## config.mk

```make
export PLATFORM = sky130hd
export DESIGN_NAME = note_sequencer
export DESIGN_NICKNAME = d
export VERILOG_FILES = /design/src/rtl/note_sequencer.sv
export SDC_FILE = /design/constraint.sdc
export NUM_CORES = 1
export LEC_CHECK = 0
export CORE_MARGIN = 2
export CORE_UTILIZATION = 58
export DETAILED_ROUTE_END_ITERATION = 8
export PLACE_DENSITY = 0.82
export SLEW_MARGIN = 20
export SYNTH_ARGS = -nofsm -noshare
export SYNTH_HDL_FRONTEND = slang
export SYNTH_SLANG_ARGS = --single-unit
```

## constraint.sdc

```tcl
create_clock -name clk -period 2.6 [get_ports clk]
set_clock_uncertainty 0.15 [all_clocks]
set_input_delay 0.26 -clock clk [delete_from_list [all_inputs] [get_ports clk]]
set_output_delay 0.26 -clock clk [all_outputs]
set_load 0.02 [all_outputs]
```

## src/rtl/note_sequencer.sv

```systemverilog
// note_sequencer: plays a stored {note, duration} table as one-hot note codes for the tone generator
//
// Ports
//   clk       in   system clock
//   rst_n     in   asynchronous active-low reset
//   start     in   begin playback from entry 0 when idle
//   stop      in   abort playback (wins over start)
//   loop      in   sampled at end of song: 1 = restart at entry 0
//   note      out  one-hot note code, 8'h00 = silence
//   busy      out  high whenever not idle
//   done      out  one-cycle pulse at end of song
//   step_idx  out  index of the table entry currently loaded
//
// Durations are 9 bits wide because the last default entry lasts 500 ticks.
module note_sequencer #(
  parameter int CLK_HZ    = 100_000_000,
  parameter int TICK_HZ   = 1000,
  parameter int GAP_TICKS = 20,
  parameter int SONG_LEN  = 16,
  localparam int IW       = $clog2(SONG_LEN)
) (
  input  logic          clk,
  input  logic          rst_n,
  input  logic          start,
  input  logic          stop,
  input  logic          loop,
  output logic [7:0]    note,
  output logic          busy,
  output logic          done,
  output logic [IW-1:0] step_idx
);
  localparam int TICK_DIV = CLK_HZ / TICK_HZ;
  localparam int PW       = TICK_DIV > 1 ? $clog2(TICK_DIV) : 1;
  // idx must be able to reach SONG_LEN, which acts as an end marker
  localparam int XW       = $clog2(SONG_LEN + 1);
  localparam int DW       = 9;

  typedef enum logic [2:0] {IDLE, LOAD, PLAY, GAP, FINISH} state_t;

  state_t          state_q, state_d;
  logic [XW-1:0]   idx_q, idx_d;
  logic [PW-1:0]   presc_q, presc_d;
  logic [DW-1:0]   cnt_q, cnt_d;
  logic [7:0]      note_q, note_d;
  logic [IW-1:0]   step_q, step_d;
  logic            busy_q, done_q;
  logic [7+DW:0]   cur;
  logic            wrap;

  function automatic logic [7+DW:0] entry(input logic [XW-1:0] i);
    entry = '0;
    if (i < XW'(7))
      entry = {8'h01 << i, DW'(250)};
    else if (i == XW'(7))
      entry = {8'h80, DW'(500)};
  endfunction

  always_comb begin
    state_d = state_q;
    idx_d   = idx_q;
    presc_d = presc_q;
    cnt_d   = cnt_q;
    note_d  = note_q;
    step_d  = step_q;
    cur     = entry(idx_q);
    wrap    = presc_q == PW'(TICK_DIV - 1);
    case (state_q)
      IDLE: begin
        note_d = 8'h00;
        if (start && !stop) begin
          state_d = LOAD;
          idx_d   = '0;
        end
      end
      LOAD: begin
        if (cur[DW-1:0] == '0 || idx_q == XW'(SONG_LEN)) begin
          state_d = FINISH;
        end else begin
          state_d = PLAY;
          note_d  = cur[DW+7:DW];
          cnt_d   = cur[DW-1:0];
          presc_d = '0;
          step_d  = idx_q[IW-1:0];
        end
      end
      PLAY, GAP: begin
        presc_d = wrap ? '0 : presc_q + PW'(1);
        cnt_d   = wrap ? cnt_q - DW'(1) : cnt_q;
        // the tick that empties the counter ends this phase
        if (wrap && cnt_q == DW'(1)) begin
          note_d = 8'h00;
          if (state_q == PLAY && GAP_TICKS > 0) begin
            state_d = GAP;
            cnt_d   = DW'(GAP_TICKS);
          end else begin
            state_d = LOAD;
            idx_d   = idx_q + XW'(1);
          end
        end
      end
      FINISH: begin
        note_d  = 8'h00;
        idx_d   = '0;
        state_d = loop ? LOAD : IDLE;
      end
      default: state_d = IDLE;
    endcase
    if (stop && state_q != IDLE) begin
      state_d = IDLE;
      note_d  = 8'h00;
    end
  end

  always_ff @(posedge clk or negedge rst_n)
    if (!rst_n) begin
      state_q <= IDLE;
      idx_q   <= '0;
      presc_q <= '0;
      cnt_q   <= '0;
      note_q  <= '0;
      step_q  <= '0;
      busy_q  <= 1'b0;
      done_q  <= 1'b0;
    end else begin
      state_q <= state_d;
      idx_q   <= idx_d;
      presc_q <= presc_d;
      cnt_q   <= cnt_d;
      note_q  <= note_d;
      step_q  <= step_d;
      busy_q  <= state_d != IDLE;
      done_q  <= state_d == FINISH;
    end

  assign note     = note_q;
  assign busy     = busy_q;
  assign done     = done_q;
  assign step_idx = step_q;
endmodule

```

Word level (Yosys, flattened, before mapping)
Cells that the tools add are included.

cells by class
  shifts and indexed selects = 1
  equal/unequal tests = 15
  reductions and logical operators = 18
  order comparisons = 1
  multiplexer cells = 25
  add/subtract/negate cells = 3
  bitwise logic cells = 1

operator list
  cell                     number
  $mux W17                 4
  $mux W9                  4
  $pmux W17 S2             1
  $mux W8                  3
  $pmux W8 S3              1
  $pmux W9 S2              1
  $add A17 B1 Y17 const B  1
  $eq A17 B17 Y1 const B   1
  $mux W5                  3
  $pmux W5 S3              1
  $mux W3                  4
  $pmux W3 S4              1
  $eq A9 B1 Y1 const B     1
  $logic_not A9 Y1         1
  $reduce_bool A3 Y1       3
  $sub A9 B1 Y9 const B    1
  $ne A2 B2 Y1 const B     4
  $shl A1 B5 Y8 const A    1
  $eq A3 B2 Y1 const B     2
  $eq A3 B3 Y1 const B     2
  $ne A3 B3 Y1 const B     2
  $add A5 B1 Y5 const B    1
  $eq A5 B3 Y1 const B     1
  $eq A5 B5 Y1 const B     1
  15 further kinds         19

word-level totals
  bits in registers = 48
  logic and storage cells = 72
  output and inout port bits = 14

Longest topological paths before layout
Gate-level depths: netlist of the first run.

  word-level depth = 9
  depth in mapped cells = 8
  gate-level depth less buffers = 7

Worst setup path after synthesis of the first run
OpenSTA, ideal clock, no wires.

  path kind = register -> register
  start = register idx_q[0]
  end = register note_q[3], in the netlist note[3]
  setup time = 0.068 ns
  cell stages (with the launch flop) = 6
  arrival = 1.875 ns
  buffers on the path = 0
  clock period less this slack = 2.093 ns
  required time = 2.382 ns
  slack = 0.507 ns
  path through = dfrtp_1 -> ha_1 -> and4b_1 -> o41ai_1 -> a211oi_1 -> a22o_1

on the way
  cells in the longest elaborated chain, start to end = 7
  elaborated cells between the ends (all ways) = 13
  classes of those cells = order compare (1); eq/ne (3); shift (1); mux (5); reduce/logical (3)

ends and longest elaborated chain
  element                                                               line  RTL
  start: declaration                                                    41    logic [XW-1:0] idx_q, idx_d;
  start signal: assignment                                              126   idx_q <= idx_d;
  parallel branches: the longest is 7 deep, another holds $lt A5 B3 Y1  -
  end signal: assignment                                                129   note_q <= note_d;
  end: declaration                                                      44    logic [7:0] note_q, note_d;

Several ways; the timed one is not identified. The select of a mux whose other input is x is not followed.
A chain may end at the register's enable or synchronous reset.

Final worst setup path of the first run
  start = register presc_q[13]
  end = register cnt_q[2]

on the way
  cells in the longest elaborated chain, start to end = 5
  elaborated cells between the ends (all ways) = 6
  classes of those cells = eq/ne (1); mux (4); reduce/logical (1)

ends and longest elaborated chain
  element                   line  RTL
  start: declaration        42    logic [PW-1:0] presc_q, presc_d;
  start signal: assignment  127   presc_q <= presc_d;
  $eq A17 B17 Y1 (*)        66    wrap = presc_q == PW'(TICK_DIV - 1);
  $mux W9                   88    cnt_d = wrap ? cnt_q - DW'(1) : cnt_q;
  $mux W9                   92    if (state_q == PLAY && GAP_TICKS > 0) begin
  $mux W9 (*)               90    if (wrap && cnt_q == DW'(1)) begin
  $pmux W9 S2 (*)           67    case (state_q)
  end signal: assignment    128   cnt_q <= cnt_d;
  end: declaration          43    logic [DW-1:0] cnt_q, cnt_d;

Every way passes the cells marked *; elsewhere a longest branch is shown, timed or not.

==> summary.txt, run 1 <==
Outcome
  – Status: finished, final reports clean

Synthesis
  – Synth top area cells: dfrtp_1 (45%), o21ai_0 (5.4%), nor3_1 (3.6%)
  – Top cells by count, synth: dfrtp_1 (48), o21ai_0 (29), nand2_1 (24), nor2_1 (23), nor3_1 (19)
  – Area share of and/or/nand/nor cells after synthesis: around 29%
  – Number of synthesized flops with an enable pin: 0
  – Synthesized area per cell: 9.107 sq um
  – Adder-cell share of the synthesized area: under 10%
  – Area leader, netlist: dfrtp_1
  – Yosys warns: 0
  – Ys async rst share: 100.0%
  – Top FF cell, synth: dfrtp_1
  – Count leader, synth: dfrtp_1
  – Multiplexer share of the synthesized area: 0.7944%
  – Netlist cell types: 57
  – Synth Area in Compound Gates: 18.55%
  – Yosys top cell area share: 44.86%
  – Seq/Total Area, Yosys: 44.86%
  – Syn Nets: 304
  – Post-Syn Area: roughly 2700 sq um
  – Xor-xnor portion of the synthesized cell area: 0.6542%
  – Largest family of logic cells by synthesized area: simple AND/OR/NAND/NOR gates
  – #FFs+latches synth: 48
  – Mapped Cells: 294

Worst setup path
  – CP max-delay cell: or4b_1
  – CP Max Fanout: 16
  – Worst path top cell family by delay: simple AND/OR/NAND/NOR gates
  – CP max stage delay: between 0.5 and 0.6 ns
  – CP startpoint kind: flop
  – CP required: 2.68 ns
  – Worst path bufs/invs: 1
  – WS Path Type: flop to flop
  – CP arrival: around 2.5 ns
  – Crit end category: flop
  – Critical path, cell by cell: or4b_1 > nor4_2 > buf_4 > nand3_1 > nor2_1 > nand4b_1

CTS
  – Cts bufs inserted: 5
  – Clock-pin slew on the worst setup and hold paths: 0.09 ns
  – # resized after CTS: 0
  – Root Driver: clkbuf_8
  – Clock Sinks: 48
  – H-tree Lvls: 2
  – Worst-Skew Late Latency: 0.30 ns
  – Clk buf depth: 2
  – Setup Buffers After CTS: 0
  – CTS tree: built

Floorplanning
  – Number of top-level pins: 19
  – Die extent in x: 71.95 microns
  – DIE HEIGHT: ~70 microns
  – Die area: 5176 sq um
  – Num rows: 24
  – Core Area: 4414 sq um
  – Starting Density: 60.66%

Global routing
  – Gr usage total: 26.95%
  – Grt met3 use: 4.583%
  – Grt peak-use layer: met2
  – Met2 Resource Use GR: 41.26%
  – First-pass GRT wire length: 10.84 mm
  – Initial antenna violation count: 0
  – Vias in the first global route: between 2000 and 2500
  – Remaining Overflow, GRT: 0
  – Largest net degree at the start of global routing: 35
  – Met1 Usage GRT: about 40%

Detailed routing
  – Initial DRC count: 273
  – Vias: around 2400
  – Vias/cell: between 6 and 7
  – Routed wire length: 6.301 mm
  – First drt pass iteration count: 6
  – Avg WL per Cell: 16.89 microns
  – Routed Antenna Nets: 0
  – DR DRC count: 0

Timing
  – Worst slew margin: 58.48%
  – Tmin final: 2.422 ns
  – Hold Slack: 0.2586 ns
  – Setup TNS: 0 ns
  – Worst slew pin tran: 0.6227 ns
  – Fmax: 412.9 MHz
  – Period utilization: between 90% and 100%
  – # setup viols final: 0
  – Unrepaired setup endpoints after global routing: no
  – Final hold viol count: 0
  – Max Slew Vio Count: 0

Placement
  – Placer's final routability congestion estimate: 0.9201
  – Post-placement cell count: 365
  – Hpwl dp: 4.394 mm
  – I/O Buffers: 18

Power and ir drop
  – Leak pwr: 1.224 nW
  – Cell Pwr Density: 521.0 nW/um^2
  – Peak VDD IR: 0.3712 mV

Finish
  – Layout cells sized above 1: 10.90%
  – Final std cells w/o fill: 373
  – # nets final: between 300 and 400
  – Area delta synth->final: 14.25%
  – # diodes: 0

Hold path
  – Min-delay worst type: primary input to async pin

Flow run
  – Max-cap check violation count: 0
[layout make-up]
class	instances	area (sq um)
Clock buffer	7	96.34
Fill cell	380	1355
Inverter	10	37.54
Multi-Input combinational cell	222	1361
Sequential cell	48	1201
Tap cell	52	65.06
Timing Repair Buffer	34	297.8
[what timing repair did]
action | 4_1_cts | 5_1_grt
endpoints found under the hold margin | 14 | 0
hold buffers | 1 | 0
setup endpoints to repair | 0 | 0
[state kept, by name, indices dropped and copies added, names as in the netlist]
name / count
step_idx: 4
idx_q: 5
cnt_q: 9
state_q: 3
done: 1
note: 8
busy: 1
presc_q: 17
[layout by cell type, fill, tap and decap left out, drive strengths merged, types with 5 or more instances in the layout]
cell type,netlist,final
nand4,9,9
inv,10,10
clkdlybuf4s50,0,17
a21oi,14,14
nor2,24,24
dfrtp,48,48
a22o,5,5
nand2,24,24
buf,6,16
clkbuf,8,7
o21ai,30,30
nand2b,5,5
nand3,14,14
and2,6,6
ha,5,5
nor4,9,9
nor3,20,20
[metal layers]
layer,share of wire [%],vias up
li1,-,1139
met1,47,1131
met5,0,-
met4,0.90,0
met3,6.8,5
met2,45,104
[worst register-to-register path, delay by kind of cell, from the launching register on]
family        cells  cell delay [ns]
flops             1             0.41
simple gates      5             1.47
buf+inv           1             0.32
[final timing paths]
check,slack [ns],depth (start not counted),start,to
max reg2reg,0.18,6,presc_q[13]$_DFFE_PN0P_,cnt_q[2]$_DFFE_PN0P_
max in group asynchronous,1.28,3,rst_n,idx_q[1]$_DFFE_PN0P_
min reg2reg,0.34,2,step_idx[1]$_DFFE_PN0P_,step_idx[1]$_DFFE_PN0P_
max,0.18,6,presc_q[13]$_DFFE_PN0P_,cnt_q[2]$_DFFE_PN0P_
min in group clk,0.34,2,step_idx[1]$_DFFE_PN0P_,step_idx[1]$_DFFE_PN0P_
min,0.26,2,rst_n,presc_q[15]$_DFFE_PN0P_
[through the flow]
| step | setup WS, ns | util (%) | power (mW) | area, sq um |
|---|---|---|---|---|
| 2_1_floorplan | 0.5072 | - | 1.016 | 2678 |
| 3_3_place_gp | 0.2970 | 66.89 | 1.110 | 2953 |
| 3_5_place_dp | 0.2160 | 66.89 | 1.120 | 2953 |
| 4_1_cts | 0.1959 | 69.30 | 1.596 | 3059 |
| 5_1_grt | 0.01283 | 69.30 | 1.672 | 3059 |
| 6_report | 0.1781 | 69.30 | 1.594 | 3059 |
[where the power goes]
part | leakage, nW | internal, mW | switching, mW
sequential | 0.640 | 0.784 | 0.0443
combinational | 0.534 | 0.108 | 0.184
clock | 0.0503 | 0.237 | 0.236
total | 1.22 | 1.13 | 0.465
[cells by family (layout without fill, tap and decap cells)]
kind of cell / count (synthesis) / after routing
simple gates: 136 / 136
compound gates: 77 / 77
flops: 48 / 48
buf+inv: 24 / 51
fa+ha+maj: 5 / 5
xor+xnor: 2 / 2
mux: 2 / 2
Note: power is estimated with default switching activity, not from simulation.
==> run 2, diff against run 1 <==
--- a/config.mk
+++ b/config.mk
@@ -5,9 +5,10 @@
 export SDC_FILE = /design/constraint.sdc
 export NUM_CORES = 1
 export LEC_CHECK = 0
-export CORE_MARGIN = 2
+export CORE_MARGIN = 1
 export CORE_UTILIZATION = 58
 export DETAILED_ROUTE_END_ITERATION = 8
+export GPL_TIMING_DRIVEN = 0
 export PLACE_DENSITY = 0.82
 export SLEW_MARGIN = 20
 export SYNTH_ARGS = -nofsm -noshare
==> run 2 against run 1 <==
Compared with the run above:
- non-clock buffer count is 1 lower
- combinational power is 3% lower
- final cell count stayed put
- global-route usage is 0.68 points higher
- critical path depth is 1 lower
- highest routed layer unchanged
==> summary.txt, run 2 (synthesized netlist as in run 1, its figures left out) <==
Finish
  – Max reg flops: 17 (unchanged)
  – # diodes: 0 (unchanged)
  – Area delta synth->final: 14.91% (was 14.25%)
  – Commonest non-fill, non-tap cell in the layout: dfrtp_1 (unchanged)
  – Most frequent cells in the layout: dfrtp_1 (48), o21ai_0 (29), nand2_1 (24), nor2_1 (23), nor3_1 (19) (unchanged)
  – Layout cells sized above 1: 9.657% (was 10.90%)
  – # nets final: 330 (was 331)
  – Top reg by flops: presc_q (unchanged)

Worst setup path
  – Reg2reg end: idx_q[3]$_DFFE_PN0P_ (was cnt_q[2]$_DFFE_PN0P_)
  – CP arrival: 2.52 ns (was 2.50 ns)
  – Critical path, cell by cell: or4_4 > nor4_4 > a31oi_1 > o21ai_0 > o31ai_1 (was or4b_1 > nor4_2 > buf_4 > nand3_1 > nor2_1 > nand4b_1)
  – Worst R2R Path Depth: 5 (was 6)
  – CP max stage delay: 0.55 ns (was 0.54 ns)
  – CP Max Fanout: 8 (was 16)
  – Crit end category: flop (unchanged)
  – CP max-delay cell: or4_4 (was or4b_1)
  – RR Startpoint: presc_q[14]$_DFFE_PN0P_ (was presc_q[13]$_DFFE_PN0P_)
  – CP startpoint kind: flop (unchanged)
  – WS Path Type: flop to flop (unchanged)
  – R2R setup slack: 0.11 ns (was 0.18 ns)
  – CP required: 2.63 ns (was 2.68 ns)

Global routing
  – First-pass GRT wire length: 10.70 mm (was 10.84 mm)
  – Vias in the first global route: 2148 (was 2279)
  – Gr usage total: 27.64% (was 26.95%)
  – Initial antenna violation count: 0 (unchanged)
  – Largest net degree at the start of global routing: 33 (was 35)
  – Remaining Overflow, GRT: 0 (unchanged)

Power and ir drop
  – Psw: 0.4828 mW (was 0.4650 mW)
  – Peak VDD IR: 0.4514 mV (was 0.3712 mV)
  – Leak pwr: 1.209 nW (was 1.224 nW)
  – Clock power share: 35.1% (was 29.7%)
  – Cell Pwr Density: 555.1 nW/um^2 (was 521.0 nW/um^2)
  – Sequential share of power: 48.3% (was 52.0%)
  – Pint: 1.225 mW (was 1.129 mW)
  – Pwr Total: 1.708 mW (was 1.594 mW)
  – Gate power share: 16.5% (was 18.3%)
  – Sw Ratio: 28.27% (was 29.18%)

Detailed routing
  – Initial DRC count: 267 (was 273)
  – Avg WL per Cell: 16.90 microns (was 16.89 microns)
  – Vias/cell: 6.456 (was 6.378)
  – DR DRC count: 0 (unchanged)
  – Routed Antenna Nets: 0 (unchanged)
  – Vias: 2408 (was 2379)
  – First drt pass iteration count: 4 (was 6)
  – Routed wire length: 6.302 mm (was 6.301 mm)

CTS
  – Clock-pin slew on the worst setup and hold paths: 0.09 ns (about the same)
  – Worst-Skew Late Latency: 0.31 ns (was 0.30 ns)
  – Clock Sinks: 48 (unchanged)
  – Root Driver: clkbuf_8 (unchanged)
  – Setup Buffers After CTS: 0 (unchanged)
  – CTS tree: built (unchanged)
  – Cts bufs inserted: 5 (unchanged)
  – H-tree Lvls: 2 (unchanged)
  – Clk buf depth: 2 (unchanged)

Floorplanning
  – Die area: 4892 sq um (was 5176 sq um)
  – Starting Density: 61.07% (was 60.66%)
  – DIE HEIGHT: 69.95 microns (was 71.95 microns)
  – Die extent in x: 69.95 microns (was 71.95 microns)
  – Number of top-level pins: 19 (unchanged)
  – Core Area: 4384 sq um (was 4414 sq um)
  – Num rows: 24 (unchanged)

Placement
  – Placer's final routability congestion estimate: 0.8861 (was 0.9201)
  – I/O Buffers: 17 (was 18)
  – Hpwl dp: 4.313 mm (was 4.394 mm)

Timing
  – Tmin final: 2.486 ns (was 2.422 ns)
  – # setup viols final: 0 (unchanged)
  – Period utilization: 95.63% (was 93.15%)
  – Unrepaired setup endpoints after global routing: no (unchanged)
  – Final hold viol count: 0 (unchanged)
  – Worst slew margin: 43.56% (was 58.48%)
  – Max Slew Vio Count: 0 (unchanged)
  – Setup TNS: 0 ns (unchanged)
  – Worst slew pin tran: 0.8416 ns (was 0.6227 ns)
  – Fmax: 402.2 MHz (was 412.9 MHz)

Hold path
  – Hold path depth: 2
  – Worst Hold End: busy$_DFF_PN0_
  – Min-delay worst type: primary input to flop (was primary input to async pin)
  – Min-delay src: stop

Outcome
  – Status: finished, final reports clean (unchanged)

Flow run
  – Max-cap check violation count: 0 (unchanged)
==> run 2: how the worst max path moves through the flow <==
stage / depth (start not counted) / to / from
6_report: 5 / idx_q[3]$_DFFE_PN0P_ / presc_q[14]$_DFFE_PN0P_
5_1_grt: 5 / idx_q[3]$_DFFE_PN0P_ / presc_q[14]$_DFFE_PN0P_
4_1_cts: 6 / note[0]$_DFFE_PN0P_ / idx_q[0]$_DFFE_PN0P_
3_5_place_dp: 6 / note[0]$_DFFE_PN0P_ / idx_q[0]$_DFFE_PN0P_
3_3_place_gp: 1 / step_idx[3]$_DFFE_PN0P_ / rst_n
2_1_floorplan: 5 / note[3]$_DFFE_PN0P_ / idx_q[0]$_DFFE_PN0P_
==> run 2: area by class of cell <==
| cell class | count | area (sq um) |
|---|---|---|
| clock buffer | 7 | 96.34 |
| buffer | 14 | 78.83 |
| tap | 52 | 65.06 |
| sequential | 48 | 1201 |
| inverter | 10 | 37.54 |
| multi-input combinational | 222 | 1373 |
| fill | 353 | 1308 |
| timing repair buffer | 19 | 195.2 |
| clock inverter | 1 | 30.03 |
==> run 2: power by group through the flow <==
stage | registers (mW) | logic, mW | clock network, mW
after global routing | 0.829 | 0.312 | 0.631
after CTS | 0.824 | 0.276 | 0.601
after detailed placement | 0.837 | 0.274 | 0
after floorplan | 0.834 | 0.182 | 0
after global placement | 0.837 | 0.266 | 0
final | 0.826 | 0.282 | 0.600
==> run 2: critical path: cells and delay by family (launching register included) <==
family / cells / cell delay [ns]
flops: 1 / 0.45
simple gates: 2 / 1.10
compound gates: 3 / 0.67
==> run 2: routing by layer <==
layer / routed length, microns / global-route usage, % / share of wire, %
met5: 0 / 0 / 0
met4: 104 / 6.889 / 1.7
met3: 411 / 5.772 / 6.5
met2: 2789 / 40.49 / 44
met1: 2996 / 41.95 / 48
==> run 2: repair_timing <==
action                                  4_1_cts  5_1_grt
endpoints found under the setup margin        0       10
endpoints found under the hold margin        16        0
gates resized for setup                       0        4
hold buffers                                  1        0
==> run 2: through the flow <==
step / worst slack (ns) / cell area (sq um) / utilization (%) / instances / hold slack (ns)
6_report: 0.1136 / 3077 / 70.18 / 373 / 0.2036
5_1_grt: 0.01816 / 3077 / 70.18 / 373 / 0.2278
4_1_cts: 0.07759 / 3064 / 69.89 / 373 / 0.1792
3_5_place_dp: 0.07795 / 2928 / 66.78 / 364 / 0.07160
3_3_place_gp: -0.2262 / 2913 / 66.44 / 363 / 0.3140
2_1_floorplan: 0.5072 / 2678 / - / 294 / -0.1856
